## src/rtl/sobel_pkg.sv

```systemverilog
// Shared definitions for the Sobel filter datapath and its frame capture
// back end: default geometry, capture FSM states and error codes.
package sobel_pkg;

  localparam int WIDTH_DEF      = 8;
  localparam int IMG_WIDTH_DEF  = 256;
  localparam int IMG_HEIGHT_DEF = 256;
  localparam int OUT_WIDTH_DEF  = IMG_WIDTH_DEF - 2;
  localparam int OUT_HEIGHT_DEF = IMG_HEIGHT_DEF - 2;
  localparam int ADDR_W_DEF     = 16;
  localparam int CSUM_W         = 24;

  typedef enum logic [2:0] {
    ST_IDLE,
    ST_ARMED,
    ST_CAPTURE,
    ST_DONE,
    ST_ERROR
  } cap_state_e;

  localparam logic [1:0] ERR_NONE     = 2'd0;
  localparam logic [1:0] ERR_SHORT    = 2'd1;
  localparam logic [1:0] ERR_OVERFLOW = 2'd2;

endpackage

```

## src/rtl/raster_counter.sv

```systemverilog
// Raster-order column/row counter with a running linear address
// (row*COLS+col), end-of-line and end-of-frame flags for the current position.
module raster_counter #(
  parameter int COLS   = 254,
  parameter int ROWS   = 254,
  parameter int ADDR_W = 16
) (
  input  logic              clk,
  input  logic              rst,
  input  logic              clear,
  input  logic              step,
  output logic [ADDR_W-1:0] col,
  output logic [ADDR_W-1:0] row,
  output logic [ADDR_W-1:0] addr,
  output logic              line_end,
  output logic              frame_end
);

  logic [ADDR_W-1:0] col_q, col_d;
  logic [ADDR_W-1:0] row_q, row_d;
  logic [ADDR_W-1:0] addr_q, addr_d;

  assign line_end  = (col_q == ADDR_W'(COLS - 1));
  assign frame_end = line_end && (row_q == ADDR_W'(ROWS - 1));

  always_comb begin
    // NOTE: every _d gets a hold value first so no path through this block infers a latch.
    col_d  = col_q;
    row_d  = row_q;
    addr_d = addr_q;
    if (clear) begin
      col_d  = '0;
      row_d  = '0;
      addr_d = '0;
    end else if (step) begin
      if (frame_end) begin
        col_d  = '0;
        row_d  = '0;
        addr_d = '0;
      end else if (line_end) begin
        col_d  = '0;
        row_d  = row_q + ADDR_W'(1);
        addr_d = addr_q + ADDR_W'(1);
      end else begin
        col_d  = col_q + ADDR_W'(1);
        addr_d = addr_q + ADDR_W'(1);
      end
    end
  end

  always_ff @(posedge clk) begin
    if (rst) begin
      col_q  <= '0;
      row_q  <= '0;
      addr_q <= '0;
    end else begin
      col_q  <= col_d;
      row_q  <= row_d;
      addr_q <= addr_d;
    end
  end

  assign col  = col_q;
  assign row  = row_q;
  assign addr = addr_q;

endmodule

```

## src/rtl/sobel_frame_capture.sv

```systemverilog
// Captures the Sobel filter's raster output stream into a single-port frame
// RAM, checking frame length and keeping a 24-bit running checksum.
module sobel_frame_capture
  import sobel_pkg::*;
#(
  parameter int WIDTH      = WIDTH_DEF,
  parameter int OUT_WIDTH  = OUT_WIDTH_DEF,
  parameter int OUT_HEIGHT = OUT_HEIGHT_DEF,
  parameter int ADDR_W     = ADDR_W_DEF
) (
  input  logic              clk,
  input  logic              rst,
  input  logic              arm,
  input  logic [WIDTH-1:0]  pixel_in,
  input  logic              valid_in,
  input  logic              done_in,
  output logic              wr_en,
  output logic [ADDR_W-1:0] wr_addr,
  output logic [WIDTH-1:0]  wr_data,
  output logic              busy,
  output logic              frame_done,
  output logic              frame_err,
  output logic [1:0]        err_code,
  output logic [ADDR_W:0]   pix_count,
  output logic [CSUM_W-1:0] checksum
);

  logic              cnt_clear, cnt_step;
  logic [ADDR_W-1:0] cnt_col, cnt_row, cnt_addr;
  logic              cnt_line_end, cnt_frame_end;

  raster_counter #(
    .COLS  (OUT_WIDTH),
    .ROWS  (OUT_HEIGHT),
    .ADDR_W(ADDR_W)
  ) u_raster_counter (
    .clk      (clk),
    .rst      (rst),
    .clear    (cnt_clear),
    .step     (cnt_step),
    .col      (cnt_col),
    .row      (cnt_row),
    .addr     (cnt_addr),
    .line_end (cnt_line_end),
    .frame_end(cnt_frame_end)
  );

  // Position outputs serve the pixel feeder; capture only needs the address.
  logic unused_cnt;
  assign unused_cnt = ^{cnt_col, cnt_row, cnt_line_end};

  cap_state_e        state_q, state_d;
  logic              wr_en_q, wr_en_d;
  logic [ADDR_W-1:0] wr_addr_q, wr_addr_d;
  logic [WIDTH-1:0]  wr_data_q, wr_data_d;
  logic              busy_q, busy_d;
  logic              frame_done_q, frame_done_d;
  logic              frame_err_q, frame_err_d;
  logic [1:0]        err_code_q, err_code_d;
  logic [ADDR_W:0]   pix_count_q, pix_count_d;
  logic [CSUM_W-1:0] checksum_q, checksum_d;

  always_comb begin
    state_d      = state_q;
    wr_en_d      = 1'b0;
    wr_addr_d    = wr_addr_q;
    wr_data_d    = wr_data_q;
    frame_done_d = 1'b0;
    frame_err_d  = frame_err_q;
    err_code_d   = err_code_q;
    pix_count_d  = pix_count_q;
    checksum_d   = checksum_q;
    cnt_clear    = 1'b0;
    cnt_step     = 1'b0;

    case (state_q)
      ST_IDLE, ST_DONE, ST_ERROR: begin
        if (arm) begin
          state_d     = ST_ARMED;
          cnt_clear   = 1'b1;
          pix_count_d = '0;
          checksum_d  = '0;
          frame_err_d = 1'b0;
          err_code_d  = ERR_NONE;
        end else if (state_q == ST_DONE && valid_in) begin
          state_d     = ST_ERROR;
          frame_err_d = 1'b1;
          if (err_code_q == ERR_NONE) err_code_d = ERR_OVERFLOW;
        end
      end
      ST_ARMED, ST_CAPTURE: begin
        if (valid_in) begin
          cnt_step    = 1'b1;
          wr_en_d     = 1'b1;
          wr_addr_d   = cnt_addr;
          wr_data_d   = pixel_in;
          pix_count_d = pix_count_q + (ADDR_W + 1)'(1);
          checksum_d  = checksum_q + CSUM_W'(pixel_in);
          state_d     = ST_CAPTURE;
          // The pixel counts first; a done on the final pixel is a clean end.
          if (cnt_frame_end) begin
            state_d      = ST_DONE;
            frame_done_d = 1'b1;
          end else if (done_in) begin
            state_d     = ST_ERROR;
            frame_err_d = 1'b1;
            if (err_code_q == ERR_NONE) err_code_d = ERR_SHORT;
          end
        end else if (state_q == ST_CAPTURE && done_in) begin
          state_d     = ST_ERROR;
          frame_err_d = 1'b1;
          if (err_code_q == ERR_NONE) err_code_d = ERR_SHORT;
        end
      end
      default: state_d = ST_IDLE;
    endcase

    busy_d = (state_d == ST_ARMED) || (state_d == ST_CAPTURE);
  end

  always_ff @(posedge clk) begin
    // NOTE: state is updated with <= so every flop samples the pre-edge values.
    if (rst) begin
      state_q      <= ST_IDLE;
      wr_en_q      <= 1'b0;
      wr_addr_q    <= '0;
      wr_data_q    <= '0;
      busy_q       <= 1'b0;
      frame_done_q <= 1'b0;
      frame_err_q  <= 1'b0;
      err_code_q   <= ERR_NONE;
      pix_count_q  <= '0;
      checksum_q   <= '0;
    end else begin
      state_q      <= state_d;
      wr_en_q      <= wr_en_d;
      wr_addr_q    <= wr_addr_d;
      wr_data_q    <= wr_data_d;
      busy_q       <= busy_d;
      frame_done_q <= frame_done_d;
      frame_err_q  <= frame_err_d;
      err_code_q   <= err_code_d;
      pix_count_q  <= pix_count_d;
      checksum_q   <= checksum_d;
    end
  end

  assign wr_en      = wr_en_q;
  assign wr_addr    = wr_addr_q;
  assign wr_data    = wr_data_q;
  assign busy       = busy_q;
  assign frame_done = frame_done_q;
  assign frame_err  = frame_err_q;
  assign err_code   = err_code_q;
  assign pix_count  = pix_count_q;
  assign checksum   = checksum_q;

endmodule

```

## config.mk

```make
export PLATFORM = sky130hd
export DESIGN_NAME = sobel_frame_capture
export DESIGN_NICKNAME = d
export VERILOG_FILES = /design/src/rtl/sobel_pkg.sv /design/src/rtl/raster_counter.sv /design/src/rtl/sobel_frame_capture.sv
export SDC_FILE = /design/constraint.sdc
export NUM_CORES = 1
export LEC_CHECK = 0
export ABC_AREA = 1
export CORE_MARGIN = 1.5
export CORE_UTILIZATION = 50
export CTS_CLUSTER_DIAMETER = 60
export DETAILED_ROUTE_END_ITERATION = 7
export PLACE_DENSITY = 0.77
export RECOVER_POWER = 25
export SETUP_SLACK_MARGIN = 0.4
export SLEW_MARGIN = 5
export SYNTH_ARGS = -nofsm -noshare
export SYNTH_HDL_FRONTEND = slang
export SYNTH_SLANG_ARGS = --single-unit
export TNS_END_PERCENT = 1
```

## constraint.sdc

```tcl
create_clock -name clk -period 3.93 [get_ports clk]
set_input_delay 0.786 -clock clk [delete_from_list [all_inputs] [get_ports clk]]
set_output_delay 0.786 -clock clk [all_outputs]
set_load 0.1 [all_outputs]
```

# Word level (Yosys, flattened, before mapping)
# Index checks and enable logic that the tools add are counted.
# op_classes
n_addsub	5
multipliers	0
div	0
magnitude_cmp	0
eq_ne	15
shifts	0
muxes	39
bitwise_logic	2
n_reduce_logical	17
# op_table
operator	n
$mux W16	5
$add A16 B1 Y16 const B	3
$mux W24	2
$pmux W24 S2	1
$mux W17	2
$pmux W17 S2	1
$eq A16 B8 Y1 const B	2
$add A24 B8 Y24	1
$mux W3	6
$add A17 B1 Y17 const B	1
$mux W2	8
$ne A3 B3 Y1 const B	5
$mux W1	11
$eq A3 B2 Y1 const B	3
$eq A3 B1 Y1 const B	2
$pmux W3 S2	1
$reduce_and A6 Y1	1
$reduce_or A3 Y1	2
$reduce_and A5 Y1	1
$ne A2 B2 Y1 const B	2
$pmux W2 S2	1
$reduce_and A2 Y1	2
$reduce_bool A2 Y1	2
$reduce_or A2 Y1	2
8 further kinds	11
# word_totals
reg_bits	122
latch_bits	0
mem_bits_rw	0
rom_bits	0
inputBits	13
wordCells	91
memories	0

# Longest topological paths before layout
# Gate-level depths: netlist (run 1).
# depth
ltp_word	7
ltp_mapped	12
ltp_nobuf	12

# Cells and area by module
# Synthesis (run 1) repeated with hierarchy kept, for this count alone.
# hier_totals
cells_unflattened	1039
hier_area_um2	6816.5
# modules_own_cells
mod	instances	cells_each	area_per_inst_um2
sobel_frame_capture	1	614	4017.6
raster_counter	1	425	2798.9

# Worst setup path before layout (run 1)
# Ideal clock, no wire load.
# synth_timing
path_kind	reg2reg
startpoint	register checksum_q[7] (netlist: checksum[7])
endpoint	register checksum_q[11] (netlist: checksum[11])
arrival_time_ns	2.242
required_time_ns	3.811
slack_ns	1.569
path_stages_with_launch	10
path_buffers	0
cell_sequence	dfxtp_1 -> ha_1 -> nand2_1 -> inv_1 -> a21boi_0 -> nand3_1 -> nand2_1 -> inv_1 -> a21oi_1 -> nor2_1
# synth_between
elab_chain_cells	3
# synth_rtl
element	line	rtl
start, declared	sobel_frame_capture.sv:61	logic [CSUM_W-1:0] checksum_q, checksum_d;
start signal, assigned	sobel_frame_capture.sv:144	checksum_q <= checksum_d;
$add A24 B8 Y24	sobel_frame_capture.sv:98	checksum_d = checksum_q + CSUM_W'(pixel_in);
$mux W24	sobel_frame_capture.sv:92	if (valid_in) begin
$pmux W24 S2	sobel_frame_capture.sv:76	case (state_q)
# Every way passes these cells. The select of a mux whose other input is x is not followed.
# A chain may end at the register's enable or synchronous reset.

# Worst setup path after layout (run 1)
# layout_timing
startpoint	input port arm
endpoint	register checksum_q[11] (netlist: checksum[11])
# layout_between
elab_chain_cells	2
# layout_rtl
element	line	rtl
start, declared	sobel_frame_capture.sv:13	input logic arm,
$ne A2 B2 Y1 (no line)	-	
$reduce_and A3 Y1 (no line)	-	
# Every way passes these cells.

==> impl_metrics.json, run 1 <==
{
  "status": "complete, but fails checks",
  "violations": "capacitance limit, slew limit",
  "syn_area_um2": 6470,
  "dp_hpwl_um": 11100,
  "grt_busiest_layer": "met2",
  "finalCritPeriodShare_pct": 80.9,
  "number_of_enable_type_register_cells_in_the_synthesized_netlist": 0,
  "hold_ws_ns": 0.451,
  "worst_ir_drop_vdd_mv": 0.308,
  "clk_latency_ns": 0.42,
  "yosys_warnings": 0,
  "worst_path_largest_cell_delay_ns": 1.13,
  "grt_pass1_wl_um": 26300,
  "io_buffers": 83,
  "worstHoldStart": "frame_err",
  "cpMaxStageDelayCell": "nor2_1",
  "finalHoldViolCount": 0,
  "power_frac_clock_pct": 47.0,
  "power_frac_comb_pct": 13.2,
  "post-cts-setup-buffers": 0,
  "top_cells_by_count_synth": "231 x nand2_1, 122 x dfxtp_1, 108 x nor2_1",
  "path_common_cell": "nand2_1",
  "dr.first_iter.drc_count": 330,
  "worstSetupEndpointType": "register",
  "cp_max_fo": 22,
  "synth_largest_type_area_fraction_pct": 37.8,
  "worstMarginPinSlew_ns": 1.52,
  "post-synth-top-area-cell": "dfxtp_1",
  "unrepaired_setup_endpoints_after_global_routing": "no",
  "max_freq_mhz": 314,
  "drt_drc_violations_left": 0,
  "r2r_slack_ns": 1.15,
  "cts-buffers-inserted": 17,
  "timing.critical_path.from_type": "primary input",
  "yosysUniqueCellTypes": 43,
  "clk_root_buffer_cell": "clkbuf_16",
  "ys_seq_area_share_pct": 37.8,
  "largest_net_degree_at_the_start_of_global_routing": 52,
  "fp.dieArea_um2": 13600,
  "worst_hold_path.num_cells": 2,
  "synth_xor_area_share_pct": 1.62,
  "synthesis.area_per_instance_um2": 6.77,
  "regToRegEndpoint": "checksum[11]",
  "dr.pass1.iters": 6,
  "swShare_pct": 29.7,
  "clk_pin_slew_ns": 0.06,
  "tritoncts_clock_tree": "yes",
  "dieHeight_um": 117,
  "drive_above_1_share_pct": 7.33,
  "hp-class": "register to register",
  "clk_path_buf_depth": 2,
  "grt_pass1_vias": 5719,
  "fin_total_pwr_w": 0.00322,
  "worst_r2r_path_cells": 11,
  "design.core.area_um2": 12600,
  "fin_nets": 1065,
  "floorplan.initialDensity_pct": 51.3,
  "number_of_antenna_violations_at_the_first_check_in_global_routing": 0,
  "synthMuxAreaShare_pct": 0,
  "worst-endpoint-arrival_ns": 3.49,
  "net_count_of_the_mapped_netlist": 983,
  "synth_cells": 955,
  "cts.sink_count": 122,
  "power.static_leakage_nw": 2.89,
  "die_width_um": 117,
  "critical_path.cell_chain": "dlygate4sd3_1 > inv_1 > nand2_2 > nand2_1 > nor2_1 > nand2_1 > inv_1 > nand3_1 > nand2_1 > nor2_1",
  "cts.htree.levels": 4,
  "cellPowerDensity_nw_per_um2": 407,
  "grtUsageTotal_pct": 24.3,
  "worst_slew_margin_rel_pct": -1.71,
  "fin_tns_setup_ns": 0,
  "synth_async_sr_flop_share_pct": 0,
  "fin_skew_ns": 0.00665,
  "routed_wirelength_um": 15900,
  "grt.met3_usage_pct": 5.97,
  "global_route.usage.met2_pct": 39.2,
  "synth_adder_area_share_pct": 3.02,
  "setup_violations": 0,
  "max_cap_viol_count": 1,
  "groute.layer.met1.usage_pct": 31.8,
  "placed_cells_incl_taps": 1190,
  "n_antenna_cell": 0,
  "area.growth.synth_to_final_pct": 22.6,
  "cts_hold_repair.buffers": 0,
  "route.detailed.vias_per_inst": 5.24,
  "wire_per_inst_um": 13.0,
  "worst_path_required_ns": 4.24,
  "largest_family_of_logic_cells_by_synthesized_area": "simple AND/OR/NAND/NOR gates",
  "rows": 41,
  "finalWorstPathRequiredPeriod_ns": 3.18,
  "synthSimpleGateAreaFrac_pct": 36.0,
  "area_fraction_in_compound_gates_after_synthesis_pct": 13.1,
  "replace_congestion": 0.887,
  "finish.utilization_pct": 62.8,
  "detailroute.via_count": 6409,
  "drtAntennaViolNets": 0,
  "yosys_register_bits": 122,
  "yosys.cell_count.top_type": "nand2_1",
  "max_slew_violation_total_from_the_final_report": 23,
  "grt-ovfl-total": 0,
  "setup.worst_path.class": "primary input to register",
  "final_cell_count_no_fill": 1222,
  "yosys-top-cells-area": "dfxtp_1 38%, nand2_1 13%, a21oi_1 8.3%, nor2_1 6.3%, inv_1 5.7%",
  "reg2reg_from": "state_q[1]",
  "p_switching_w": 0.000958,
  "post_cts_resized": 0,
  "design.portCount": 84,
  "end_point_of_the_most_critical_hold_path": "frame_err",
  "internal-power_w": 0.00227,
  "seq_power_share_pct": 39.8,
  "synth_top_flop_cell": "dfxtp_1"
}
## worst max-delay path by stage
stage / endpoint / slack [ns] / cells after the start / from
finish: checksum[11] / 0.75 / 10 / arm
global route: checksum[9] / 0.54 / 8 / arm
CTS: pix_count[2] / 1.06 / 1 / pix_count[2]
detailed placement: u_raster_counter.addr[4] / 0.88 / 7 / valid_in
global placement: u_raster_counter.addr[4] / 0.97 / 7 / valid_in
floorplan: checksum[11] / 1.57 / 9 / checksum[7]
## critical path: cells and delay by family
kind | cells | cell delay (ns)
buffers and inverters | 3 | 0.92
and+or+nand+nor | 7 | 1.78
## routing by layer
layer  share of wire [%]  wire (um)
met5                   0          0
met4                 1.7        276
met3                 5.0        797
met2                  46       7300
met1                  47       7510
## registers in the layout (all words and copies together), names as in the netlist, 2 cells and up
register / cells
checksum: 24
u_raster_counter.row: 16
u_raster_counter.addr: 16
wr_addr: 16
wr_data: 8
state_q: 3
u_raster_counter.col: 16
err_code: 2
pix_count: 17
## cell families (layout without fill, tap and decap cells)
group                    count (synthesis)  count (layout)
adder cells (fa/ha/maj)                 15              15
AO/OA/AOI/OAI                          161             161
buffers and inverters                  132             227
AND/OR/NAND/NOR                        513             513
XOR/XNOR                                12              12
flip-flops                             122             122
## cell usage in the layout, fill, tap and decap left out, types with 9 or more instances in the layout
| cell | count |
|---|---|
| o21ai_0 | 38 |
| nand3_1 | 59 |
| inv_2 | 9 |
| clkdlybuf4s50_1 | 82 |
| nor2_1 | 111 |
| xor2_1 | 11 |
| nand2_1 | 231 |
| clkbuf_16 | 17 |
| dfxtp_1 | 122 |
| nor3_1 | 37 |
| inv_1 | 98 |
| ha_1 | 14 |
| nand4_1 | 33 |
| a21oi_1 | 107 |
## power groups by stage
stage	Sequential (W)	Combinational (W)	Clock [W]
floorplan	0.00147	0.000175	0
detailed placement	0.00131	0.000428	0
global placement	0.00131	0.000426	0
global route	0.00129	0.000454	0.00159
finish	0.00128	0.000425	0.00151
CTS	0.00128	0.000430	0.00153
## layout make-up
| class | count | area, um2 |
|---|---|---|
| fillers | 1153 | 4690 |
| repair buffers | 87 | 861 |
| clock buffers | 19 | 443 |
| well taps | 172 | 215 |
| flip-flops and latches | 122 | 2440 |
| multi-input cells | 701 | 3430 |
| clock inverters | 13 | 133 |
| inverters | 108 | 405 |
## per-stage QoR
step / area, um2 / setup WS, ns
after detailed placement: 7390 / 0.885
after floorplan: 6470 / 1.57
after global placement: 7390 / 0.969
after CTS: 7970 / 1.06
final: 7930 / 0.750
after global routing: 7930 / 0.535
(Power assumes the default switching activity.)
==> run 2, diff against run 1 <==
Settings changed: PLACE_DENSITY 0.77 to 0.8.
Clock period 3.93 ns to 2.55 ns, I/O delays scaled along.
==> run 2 against run 1 <==
  * The flow now finishes without violations
  * Hold slack improved by 0.020 ns
  * Final cell count rose by 0.74%
  * Clock power rose by 73%
  * Combinational power rose by 52%
  * Highest routed layer unchanged
  * Final area fell by 1.6%
  * Sequential share of layout area rose by 0.63 points
  * First-iteration DRC count rose by 67%
  * Largest power group unchanged
  * Sequential power rose by 55%
  * Clock-buffer cell count did not move
==> impl_metrics.json, run 2 (synthesis gave the netlist of run 1 again) <==
{
  "rows": 41,
  "mostFrequentLayoutCell": "nand2_1",
  "finalHoldViolCount": 0,
  "worst_path_required_ns": 2.04,
  "largest_register_ff_count": 24,
  "fin_skew_ns": 0.00641,
  "clk_pin_slew_ns": 0.06,
  "dp_hpwl_um": 11700,
  "floorplan.initialDensity_pct": 51.3,
  "die_width_um": 117,
  "critical_path.cell_chain": "clkbuf_1",
  "max_cap_viol_count": 0,
  "design.portCount": 84,
  "dr.pass1.iters": 4,
  "wire_per_inst_um": 13.4,
  "post-cts-setup-buffers": 0,
  "grt-ovfl-total": 0,
  "max_freq_mhz": 455,
  "area.growth.synth_to_final_pct": 20.6,
  "worst_slew_margin_rel_pct": 19.1,
  "drt_drc_violations_left": 0,
  "worst_path_largest_cell_delay_ns": 0.88,
  "cts-buffers-inserted": 17,
  "clk_latency_ns": 0.42,
  "tritoncts_clock_tree": "yes",
  "setup_violations": 0,
  "worst-endpoint-arrival_ns": 1.69,
  "hp-class": "register to register",
  "fin_total_pwr_w": 0.00524,
  "crit_buf_inv": 1,
  "unrepaired_setup_endpoints_after_global_routing": "yes",
  "cts.sink_count": 122,
  "drtAntennaViolNets": 0,
  "critPathTopFamily": "buffers and inverters",
  "drive_above_1_share_pct": 12.3,
  "n_antenna_cell": 0,
  "timing.critical_path.from_type": "register",
  "grt_pass1_vias": 5941,
  "finalWorstPathRequiredPeriod_ns": 2.20,
  "cpMaxStageDelayCell": "clkbuf_1",
  "cp_max_fo": 6,
  "routed_wirelength_um": 16500,
  "clk_root_buffer_cell": "clkbuf_16",
  "dr.first_iter.drc_count": 552,
  "layout.cells.most_common_list": "230 x nand2_1, 113 x dfxtp_1, 109 x nor2_1",
  "worst_ir_drop_vdd_mv": 0.650,
  "hold_ws_ns": 0.472,
  "clk_path_buf_depth": 2,
  "fin_nets": 1074,
  "final_critical_path_setup_slack_ns": 0.350,
  "grt_pass1_wl_um": 27700,
  "fp.dieArea_um2": 13600,
  "largest_net_degree_at_the_start_of_global_routing": 55,
  "design.core.area_um2": 12600,
  "detailroute.via_count": 6472,
  "grtUsageTotal_pct": 25.7,
  "status": "finished clean",
  "worstSetupEndpointType": "output pin",
  "worstMarginPinSlew_ns": 1.22,
  "cellPowerDensity_nw_per_um2": 672,
  "finalCritPeriodShare_pct": 86.3,
  "route.detailed.vias_per_inst": 5.26,
  "number_of_antenna_violations_at_the_first_check_in_global_routing": 0,
  "power.static_leakage_nw": 2.93,
  "finish.utilization_pct": 61.8,
  "setup.worst_path.class": "register to output pin",
  "detailedPlace.worstSlack_ns": 0.0365,
  "io_buffers": 83,
  "max_slew_violation_total_from_the_final_report": 0,
  "replace_congestion": 0.919,
  "fin_tns_setup_ns": 0,
  "dieHeight_um": 117,
  "cts.htree.levels": 4
}
-- run 2: cell count changes in the layout (fill, tap and decap cells not counted), moves of 2 or more --
cell and change:
buf_4 +33, dfxtp_1 -9, nand3_1 -2, inv_6 -5
clkbuf_1 +45, clkdlybuf4s50_1 -70, nor2_4 +3, bufinv_16 +3
dfxtp_2 +9, nor2_1 -2, ha_1 -2, nand3_2 +2
clkinv_2 +2
-- run 2: through the flow --
step / area (um2) / instances
6_report: 7800 / 1231
3_3_place_gp: 7310 / 1199
3_5_place_dp: 7310 / 1199
4_1_cts: 7950 / 1231
2_1_floorplan: 6480 / 955
5_1_grt: 7800 / 1231
-- run 2: what timing repair did --
action / in CTS / in global routing
endpoints found under the setup margin: 0 / 16
hold buffers: 0 / 0
gates resized for setup: 0 / 6
-- run 2: report_power, final --
part	total [W]	internal (W)	switching [W]
Combinational	0.000648	0.000136	0.000512
Sequential	0.00198	0.00195	0.0000304
Clock	0.00261	0.00170	0.000919
-- run 2: metal layers --
| layer | GRT usage (%) | wire (um) | up-vias |
|---|---|---|---|
| li1 | - | - | 3326 |
| met1 | 34.1 | 7690 | 2954 |
| met2 | 41.3 | 7710 | 171 |
| met3 | 5.86 | 878 | 21 |
| met4 | 8.67 | 251 | 0 |
| met5 | 0 | 0 | - |
-- run 2: cell type report --
cell class | count | area [um2]
clock inverter | 13 | 191
fill | 1206 | 4820
multi-input combinational | 701 | 3490
tap | 172 | 215
sequential | 122 | 2450
timing repair buffer | 96 | 591
clock buffer | 19 | 453
inverter | 108 | 405
-- run 2: path summary, 6_finish.rpt --
check,from,end,slack [ns],depth (start not counted)
worst max-delay path,pix_count[0],pix_count[0],0.35,1
worst min register to register,wr_data[4],wr_data[4],0.47,2
worst max register to register,u_raster_counter.row[7],busy,0.49,10
worst min-delay path,wr_data[4],wr_data[4],0.47,2
